### config.mk
export PLATFORM = sky130hd
export DESIGN_NAME = mac_accum
export DESIGN_NICKNAME = d
export VERILOG_FILES = /design/src/rtl/mac_accum.sv
export SDC_FILE = /design/constraint.sdc
export NUM_CORES = 1
export LEC_CHECK = 0
export BUFFER_PORTS_ARGS = -buffer_cell sky130_fd_sc_hd__buf_4
export CAP_MARGIN = 10
export CORE_MARGIN = 1.5
export CORE_UTILIZATION = 55
export CTS_CLUSTER_SIZE = 30
export DETAILED_ROUTE_END_ITERATION = 8
export PLACE_DENSITY = 0.87
export SLEW_MARGIN = 10
export SYNTH_ARGS = -nofsm -noshare
export SYNTH_HDL_FRONTEND = slang
export SYNTH_SLANG_ARGS = --single-unit
### constraint.sdc
create_clock -name clk -period 4.4 [get_ports clk]
set_input_delay 0.44 -clock clk [delete_from_list [all_inputs] [get_ports clk]]
set_output_delay 0.44 -clock clk [all_outputs]
set_load 0.05 [all_outputs]
### src/rtl/mac_accum.sv
// ---------------------------------------------------------------------------
// mac_accum
//
// Accumulation stage that sits behind the multi multiplier. It sums a frame of
// unsigned products (the frame ends with the in_last beat) into a wide
// accumulator, then presents the sum, the number of terms and an overflow flag
// on a valid/ready output until the consumer takes them.
//
// Parameters
//   IN_DATA_WIDTH  product width (matches multi OUT_DATA_WIDTH)
//   ACC_WIDTH      accumulator / result width, must be >= IN_DATA_WIDTH
//   LEN_WIDTH      term counter width
//
// Ports
//   clk        in   single clock, rising edge
//   rst_n      in   asynchronous active-low reset
//   in_valid   in   product beat valid
//   in_ready   out  stage can accept a beat (decoded from state only)
//   in_data    in   unsigned product
//   in_last    in   beat is the final term of the frame
//   out_valid  out  result valid
//   out_ready  in   consumer accepts result
//   out_data   out  accumulated sum
//   out_count  out  number of terms in the frame (saturating)
//   out_ovf    out  sum exceeded ACC_WIDTH somewhere in the frame
//
// Build option
//   MAC_ACCUM_SAT_EN  when defined, the accumulator clamps to all-ones on the
//                     first carry out and stays clamped for the rest of the
//                     frame. When undefined, it wraps and out_ovf is sticky.
// ---------------------------------------------------------------------------
module mac_accum #(
   parameter int IN_DATA_WIDTH = 64,
   parameter int ACC_WIDTH     = 72,
   parameter int LEN_WIDTH     = 8
) (
   input  logic                     clk,
   input  logic                     rst_n,
   input  logic                     in_valid,
   output logic                     in_ready,
   input  logic [IN_DATA_WIDTH-1:0] in_data,
   input  logic                     in_last,
   output logic                     out_valid,
   input  logic                     out_ready,
   output logic [ACC_WIDTH-1:0]     out_data,
   output logic [LEN_WIDTH-1:0]     out_count,
   output logic                     out_ovf
);

   typedef enum logic [1:0] {
      IDLE,
      ACCUM,
      HOLD
   } state_t;

   state_t               state;
   state_t               state_next;

   logic [ACC_WIDTH-1:0] acc;
   logic [ACC_WIDTH-1:0] acc_next;
   logic [LEN_WIDTH-1:0] count;
   logic [LEN_WIDTH-1:0] count_next;
   logic                 ovf;
   logic                 ovf_next;

   logic                 beat;
   logic [ACC_WIDTH-1:0] in_ext;
   logic [ACC_WIDTH:0]   sum;
   logic                 carry;

   // The product is zero-extended and added with one extra bit so the carry
   // out of the accumulator's top bit is visible for overflow tracking.
   assign in_ext = ACC_WIDTH'(in_data);
   assign sum    = {1'b0, acc} + {1'b0, in_ext};
   assign carry  = sum[ACC_WIDTH];
   assign beat   = in_valid && in_ready;

   // State register. Reset drops any partial frame and returns to IDLE at once.
   always_ff @(posedge clk or negedge rst_n) begin
      if (!rst_n) begin
         state <= IDLE;
      end else begin
         state <= state_next;
      end
   end

   // Next-state and handshake decode. in_ready and out_valid depend only on
   // the state register, so the upstream multiplier never sees a combinational
   // path from its own valid back to its ready. HOLD blocks new beats, which
   // is why the result transfer and the next frame's first beat never share a
   // cycle.
   always_comb begin
      state_next = state;
      in_ready   = 1'b0;
      out_valid  = 1'b0;
      case (state)
         IDLE: begin
            in_ready = 1'b1;
            if (in_valid) begin
               state_next = in_last ? HOLD : ACCUM;
            end
         end
         ACCUM: begin
            in_ready = 1'b1;
            if (in_valid && in_last) begin
               state_next = HOLD;
            end
         end
         HOLD: begin
            out_valid = 1'b1;
            if (out_ready) begin
               state_next = IDLE;
            end
         end
         default: begin
            state_next = IDLE;
         end
      endcase
   end

   // Accumulator update for one accepted beat. The first beat of a frame
   // (taken in IDLE) reloads everything rather than adding, so no separate
   // clear cycle is needed between frames. The term counter sticks at its
   // maximum while the sum keeps accumulating. Once a frame has overflowed in
   // saturating mode, the stored ovf keeps the accumulator pinned at all-ones
   // even if later terms are zero.
   always_comb begin
      acc_next   = acc;
      count_next = count;
      ovf_next   = ovf;
      if (beat) begin
         if (state == IDLE) begin
            acc_next   = in_ext;
            count_next = LEN_WIDTH'(1);
            ovf_next   = 1'b0;
         end else begin
            ovf_next = ovf | carry;
`ifdef MAC_ACCUM_SAT_EN
            acc_next = (ovf | carry) ? '1 : sum[ACC_WIDTH-1:0];
`else
            acc_next = sum[ACC_WIDTH-1:0];
`endif
            if (count != '1) begin
               count_next = count + LEN_WIDTH'(1);
            end
         end
      end
   end

   // Working accumulator registers.
   always_ff @(posedge clk or negedge rst_n) begin
      if (!rst_n) begin
         acc   <= '0;
         count <= '0;
         ovf   <= 1'b0;
      end else begin
         acc   <= acc_next;
         count <= count_next;
         ovf   <= ovf_next;
      end
   end

   // Result registers. They load only on the edge where the last beat is
   // taken, i.e. on entry to HOLD, so the result is stable for as long as the
   // consumer stalls and out_valid rises the cycle after the last beat.
   always_ff @(posedge clk or negedge rst_n) begin
      if (!rst_n) begin
         out_data  <= '0;
         out_count <= '0;
         out_ovf   <= 1'b0;
      end else if (beat && in_last) begin
         out_data  <= acc_next;
         out_count <= count_next;
         out_ovf   <= ovf_next;
      end
   end

endmodule

; ---- Word level (Yosys, flattened, before mapping)
; Cells that the tools add are included.
[word_totals]
ff_bits = 164
wordCells = 36
[classes]
addsub = 2
n_eq_ne = 6
mux = 14
n_bitwise = 1
reduce_logical = 6
[ops]
columns = operator, count
row1 = $mux W72, 2
row2 = $add A72 B64 Y73, 1
row3 = $mux W8, 3
row4 = $add A8 B1 Y8 const B, 1
row5 = $mux W2, 4
row6 = $ne A8 B8 Y1 const B, 1
row7 = $ne A2 B2 Y1 const B, 3
row8 = $pmux W2 S3, 1
row9 = $mux W1, 4
row10 = $logic_and A1 B1 Y1, 3
row11 = $reduce_and A3 Y1, 1
row12 = $eq A2 B1 Y1 const B, 1
row13 = $eq A2 B2 Y1 const B, 1
row14 = $logic_not A2 Y1, 1
row15 = $reduce_or A2 Y1, 1
row16 = $or A1 B1 Y1, 1

; ---- Depth between registers and ports, before layout
; Gate-level depths: netlist of run 1.
[logic_depth]
depth_word = 5
mapped_depth = 15

; ---- Worst setup path after synthesis of run 1
; Ideal clock, no wire load.
[synth_path]
path_kind = input to register
startpoint = input port in_data[3]
endpoint = register acc[65]
t_arrival_ns = 3.067
path_slack_ns = 1.212
cell_stages = 12
cell_sequence = ha_1 > a21o_1 > a21oi_1 > a211oi_1 > o31a_1 > a22o_1 > and3_1 > o21a_1 > o2111ai_1 > a21bo_2 > mux2_2 > a22o_1
[synth_between]
elab_chain_len = 3
[synth_rtl]
columns = item, line_no
row1 = "start, declared", 41  ; input logic [IN_DATA_WIDTH-1:0] in_data,
row2 = $add A72 B64 Y73, 74  ; assign sum = {1'b0, acc} + {1'b0, in_ext};
row3 = $mux W72, 132  ; if (state == IDLE) begin
row4 = $mux W72, 131  ; if (beat) begin
row5 = net acc_next[65], 60  ; logic [ACC_WIDTH-1:0] acc_next;
row6 = "end signal, assigned", 157  ; acc <= acc_next;
row7 = "end, declared", 59  ; logic [ACC_WIDTH-1:0] acc;
; The timed path passes the listed nets, and every way through them passes these cells.
; A chain may end at the register's enable or synchronous reset.

; ---- Final worst setup path of run 1
[layout_path]
startpoint = register acc[0]
endpoint = register out_data[52]
[layout_between]
elab_chain_len = 3
[layout_rtl]
columns = item, line_no
row1 = $add A72 B64 Y73, 74
row2 = $mux W72, 132
row3 = $mux W72, 131
row4 = "end signal, assigned", 172  ; out_data <= acc_next;
row5 = "end, declared", 45  ; output logic [ACC_WIDTH-1:0] out_data,
; No other way between the ends.

==> metrics.cfg, run 1 <==
[critical_path]
worstPathMaxFanout=5
slowest_delay_ps=710
worstPathArrival_ps=4180
crit_type=flip-flop to flip-flop
regToRegEndpoint=out_data[52]
critical_path.cell_chain=ha_1 > inv_1 > fa_1 > nor2b_1 > o31a_1 > o31ai_1 > o211ai_1 > a31o_2 > a31oi_1 > o31ai_1 > a21oi_1 > xnor2_1 > o221ai_1 > o21ai_0
rr_worst_depth=14
r2r_start=acc[0]
path_common_cell=o31ai_1
required_ps=4730
startpoint_type=flip-flop
rrSetupSlack_ps=550
slowest_stage=o31ai_1
worstSetupEndpointType=flip-flop

[detailed_routing]
via_per_inst=6.22
wl_met1_mm=13.0
drcViolationCount=0
wl_mm=29.2
routed.top_layer=met4
dr.pass1.iters=6
wl_met2_mm=13.5
routedWlPerCell_um=18.2
wl_met3_mm=2.12
vias=9976
antenna_left=0
dr.first_iter.drc_count=765

[yosys]
synth.top_cell.area_share_pct=38.9
ys_types=60
synth.area.top_cells=dfrtp_1, nand2_1, ha_1
async_flop_share_pct=100
yosysSeqAreaShare_pct=38.9
synth-seq-cells=164
yosysWarnings=0
netlist_area_mm2=0.0105
synth_cells=1250
synthesis.nets=1385
syn_area_per_cell_um2=8.44
synth_edf_count=0
yosys.area.top_type=dfrtp_1
synth_flop_cell=dfrtp_1

[floorplanning]
dieArea_mm2=0.0200
pin_count=152
fp-row-count=50
die_x_um=141
start_util_pct=56.2
core-area_mm2=0.0188
die_h_um=141

[clock_network]
cts_tree=yes
clk_pin_slew_worst_paths_ps=70
clock_latency_ps=430
ctsHtreeMaxLevel=4
numCtsBuffers=17
ctsLongestPathBuffers=2
cts.sinks=164
hold_buffers=0
cts_setup_buffers=0
root_buffer=clkbuf_16
cts_resized=0

[timing]
fin_crit_ps=3850
tns_ps=0
min_period_over_period_pct=87.4
tightestPinTransition_ps=928
holdWs_ps=28.6
clock_skew_ps=9.53
hold_viol=0
max_freq_ghz=0.260
slew_headroom_pct=38.1
timing.final.max_slew_violations=0
rsz0062_at_grt=no
finalSetupViolCount=0

[placement]
portBuffers=151
hpwl_mm=20.8
place_congestion=0.956

[finish]
syn2layout_area_growth_pct=17.3
final_nets=1491
antenna_cells=0
drive_above_1_share_pct=15.6

[global_route]
antenna_found_initial=0
grt_pass1_vias=9673
grt_max_degree=97
grt_usage_pct=29.7
grt_pass1_wl_mm=48.2
gr-total-overflow=0

[power]
power_density_mw_per_mm2=683
peakVddDrop_uv=339
p_leak_nw=5.99
total_power_mw=8.45

[worst_hold_path]
min_path_type=input pin to asynchronous set/reset pin

[run_status]
outcome=finished clean

[flow_run]
drv_cap=0

## cell type report
type / count / area [um^2]
Clock buffer: 19 / 453
Clock inverter: 13 / 124
Fill cell: 1555 / 6390
Inverter: 31 / 116
Multi-Input combinational cell: 984 / 6080
Sequential cell: 164 / 4110
Tap cell: 234 / 293
Timing Repair Buffer: 158 / 1200
## where the power goes
| part | internal (mW) | leakage [nW] | switching [mW] |
|---|---|---|---|
| logic | 1.67 | 3.61 | 3.00 |
| clock network | 0.816 | 0.276 | 0.659 |
| registers | 1.98 | 2.10 | 0.336 |
| total | 4.46 | 5.99 | 3.99 |
## stage by stage
step,setup slack [ps],utilization [%],cells,instance area [um^2]
3_5_place_dp,518,62.9,1571,11800
5_1_grt,359,65.9,1603,12400
2_1_floorplan,1210,-,1250,10500
4_1_cts,637,65.9,1603,12400
3_3_place_gp,567,62.9,1571,11800
6_report,552,65.9,1603,12400
## per-layer routing
layer / track usage [%] / vias to the layer above
met3: 4.99 / 49
met2: 47.4 / 454
met5: 0 / -
met1: 41.5 / 4743
li1: - / 4730
met4: 9.12 / 0
## placed cells by master (no fill, tap or decap), types with 8 or more instances in the layout
| master | synthesis | final |
|---|---|---|
| a21o_1 | 37 | 37 |
| a21oi_1 | 107 | 107 |
| a31oi_1 | 8 | 8 |
| and3_1 | 14 | 14 |
| buf_4 | 0 | 156 |
| clkbuf_16 | 0 | 17 |
| dfrtp_1 | 164 | 163 |
| ha_1 | 65 | 65 |
| inv_1 | 31 | 31 |
| mux2_2 | 8 | 8 |
| mux2i_1 | 9 | 9 |
| nand2_1 | 246 | 244 |
| nand3_1 | 19 | 19 |
| nand4_1 | 24 | 24 |
| nor2_1 | 65 | 64 |
| nor3_1 | 12 | 12 |
| o21a_1 | 8 | 8 |
| o21ai_0 | 126 | 126 |
| o21bai_1 | 18 | 18 |
| o221ai_1 | 48 | 48 |
| o31ai_1 | 15 | 15 |
| xnor2_1 | 44 | 44 |
| xor2_1 | 25 | 25 |
## how the worst max path moves through the flow
stage | startpoint | end | slack [ps]
2_1_floorplan | in_data[3] | acc[65] | 1210
3_3_place_gp | in_data[7] | out_data[50] | 570
3_5_place_dp | in_data[0] | out_data[56] | 520
4_1_cts | acc[0] | out_data[52] | 640
5_1_grt | acc[0] | out_data[52] | 360
6_report | acc[0] | out_data[52] | 550
## cell families after synthesis
kind of cell	count (synthesis)	synth area share, %
AOI/OAI and AO/OA	419	25.2
and+or+nand+nor	413	16.9
DFF	164	38.9
buffers and inverters	102	3.67
xor gates and xnor gates	69	5.73
adders and majority gates	66	7.90
muxes	17	1.71
## synth_stat cells (9+ instances only)
master    instances
ha_1             65
and3_1           14
a21oi_1         107
inv_1            31
clkbuf_1         66
a21o_1           37
dfrtp_1         164
o21bai_1         18
nand3_1          19
nand4_1          24
o221ai_1         48
xnor2_1          44
nand2_1         246
mux2i_1           9
o31ai_1          15
nor2_1           65
nor3_1           12
xor2_1           25
o21ai_0         126
## flip-flops by register name (all words and copies together), names as in the netlist
signal / count
ovf: 1
state: 2
out_data: 72
count: 8
acc: 72
out_count: 8
out_ovf: 1
## critical path: cells and delay by family, from the launching register on
kind / cells / cell delay [ps]
AO/OA/AOI/OAI: 9 / 2300
adder cells (fa/ha/maj): 2 / 590
flip-flops: 1 / 350
AND/OR/NAND/NOR: 1 / 210
XOR/XNOR: 1 / 210
buffers and inverters: 1 / 70
No activity file was read; power rests on OpenSTA's default activity.
==> inputs of run 2 (changes only) <==
--- a/config.mk
+++ b/config.mk
@@ -10,4 +10,5 @@
 export CORE_MARGIN = 1.5
 export CORE_UTILIZATION = 55
+export CTS_BUF_LIST = sky130_fd_sc_hd__clkbuf_8 sky130_fd_sc_hd__clkbuf_16
 export CTS_CLUSTER_SIZE = 30
 export DETAILED_ROUTE_END_ITERATION = 8
==> constraint.sdc (replaced) <==
create_clock -name clk -period 4.4 [get_ports clk]
set_input_delay 0.88 -clock clk [delete_from_list [all_inputs] [get_ports clk]]
set_output_delay 0.88 -clock clk [all_outputs]
set_load 0.05 [all_outputs]
==> metrics.cfg, run 2 (synthesized netlist as in run 1, its figures left out) <==
[clock_network]
cts_tree=yes
ctsLongestPathBuffers=2  ; unchanged
ctsHtreeMaxLevel=4  ; unchanged
cts_resized=0  ; unchanged
clk_pin_slew_worst_paths_ps=80  ; about the same
clock_latency_ps=440  ; about the same
numCtsBuffers=17  ; unchanged
hold_buffers=0  ; unchanged
root_buffer=clkbuf_16
cts.sinks=164  ; unchanged
cts_setup_buffers=0  ; unchanged

[worst_hold_path]
hold_path.startpoint=out_ovf
hold_depth=2
min_to=out_ovf
min_path_type=flip-flop to flip-flop

[timing]
tns_ps=0  ; unchanged
hold_viol=0  ; unchanged
min_period_over_period_pct=87.5  ; about the same
tightestPinTransition_ps=929  ; +0.232 ps
fin_crit_ps=3850  ; +3.67 ps
rsz0062_at_grt=no
worst_slack_ps=549  ; -3.67 ps
clock_skew_ps=10.2  ; +0.653 ps
slew_headroom_pct=38.1  ; about the same
timing.final.max_slew_violations=0  ; unchanged
holdWs_ps=478  ; +449 ps
finalSetupViolCount=0  ; unchanged
max_freq_ghz=0.260  ; about the same

[detailed_routing]
wl_mm=29.4  ; +0.41%
antenna_left=0  ; unchanged
drcViolationCount=0  ; unchanged
dr.first_iter.drc_count=837  ; +9.4%
dr.pass1.iters=6  ; unchanged
routedWlPerCell_um=18.2  ; -0.21%
vias=9982  ; +0.060%
via_per_inst=6.19  ; -0.56%

[power]
internal_power_mw=4.50  ; +0.92%
sw_frac_of_total_pct=47.5  ; +0.25 points
p_leak_nw=6.06  ; +1.1%
power_frac_comb_pct=55.0  ; about the same
clockPowerShare_pct=18.0  ; +0.6 points
power_switching_mw=4.07  ; +1.9%
power_density_mw_per_mm2=688  ; +0.66%
peakVddDrop_uv=353  ; +4.2%
pwr-share-seq_pct=27.0  ; -0.4 points
total_power_mw=8.57  ; +1.4%

[finish]
final_common_cell=nand2_1
syn2layout_area_growth_pct=18.2
final_core_util_pct=66.4  ; +0.49 points
top_regs=acc x72, out_data x72
antenna_cells=0  ; unchanged
drive_above_1_share_pct=16.2  ; +0.61 points
final_nets=1501  ; +0.67%
layout_common_cells=nand2_1, buf_4, dfrtp_1

[global_route]
antenna_found_initial=0  ; unchanged
gr-total-overflow=0  ; unchanged
grt_usage_pct=30.1  ; +0.39 points
grt_pass1_vias=9845  ; +1.8%
grt_pass1_wl_mm=48.5  ; +0.60%
grt_max_degree=100  ; +3.1%

[critical_path]
crit_type=input pin to flip-flop
rrSetupSlack_ps=730  ; +180 ps
r2r_start=acc[7]
regToRegEndpoint=out_data[50]
startpoint_type=input pin
worstSetupEndpointType=flip-flop
worstPathArrival_ps=4240  ; +60 ps
worstPathMaxFanout=6  ; +1
required_ps=4790  ; +60 ps
rr_worst_depth=12  ; -2

[floorplanning]
dieArea_mm2=0.0200  ; unchanged
fp-row-count=50  ; unchanged
die_h_um=141  ; unchanged
pin_count=152  ; unchanged
start_util_pct=56.2  ; unchanged
die_x_um=141  ; unchanged
core-area_mm2=0.0188  ; unchanged

[placement]
portBuffers=151  ; unchanged
place_worst_setup_slack_ps=156  ; -362 ps
hpwl_mm=20.7  ; -0.45%
place_congestion=0.919  ; -3.8%

[run_status]
outcome=finished clean

[flow_run]
drv_cap=0  ; unchanged

## run 2: cell count changes in the layout (fill, tap and decap cells not counted), sizes merged
cell	previous run	this run
clkinv	6	4
clkinvlp	3	0
buf	158	168
clkbuf	19	17
inv	34	41
## run 2: area by class of cell
type                    count  area, um^2
repair buffers            168        1260
clock buffers              17         425
clock inverters            15         180
well taps                 234         293
fillers                  1510        6300
flip-flops and latches    164        4110
inverters                  31         116
multi-input cells         984        6080
## run 2: metal layers
layer / track usage, % / up-vias / part of all wire (%)
met3: 4.93 / 54 / 7.4
met1: 41.5 / 4756 / 44
met4: 10.3 / 0 / 2.1
met2: 48.4 / 418 / 46
li1: - / 4754 / -
met5: 0 / - / 0
## run 2: worst max-delay path, stage by stage
cell and delay (ps):
buf_4 120, ha_1 370, a21oi_1 230, o21ai_0 110, a221oi_1 540, a211oi_1 190, a211o_1 320, a221o_1 350
a21oi_1 270, o31ai_1 130, xnor2_1 180, a2111oi_0 420, a21o_1 130
## run 2: worst max path at each step
stage / to / depth (start not counted) / start / slack (ps)
4_1_cts: out_data[50] / 13 / in_data[7] / 590
6_report: out_data[50] / 13 / in_data[7] / 550
2_1_floorplan: acc[65] / 12 / in_data[3] / 770
3_3_place_gp: out_data[50] / 13 / in_data[7] / 240
5_1_grt: out_data[50] / 13 / in_data[7] / 230
3_5_place_dp: out_data[50] / 13 / in_data[7] / 160
## run 2: metrics by stage
step                      instances  area, um^2
final                          1613       12500
after global routing           1613       12500
after CTS                      1613       12500
after detailed placement       1581       11900
after global placement         1581       11900
after floorplan                1250       10500
## run 2: power groups by stage
stage	sequential, mW	combinational [mW]	clock (mW)
2_1_floorplan	2.94	2.74	0
3_3_place_gp	2.31	4.50	0
3_5_place_dp	2.32	4.60	0
4_1_cts	2.31	4.65	1.56
5_1_grt	2.36	5.13	1.62
6_report	2.31	4.72	1.54
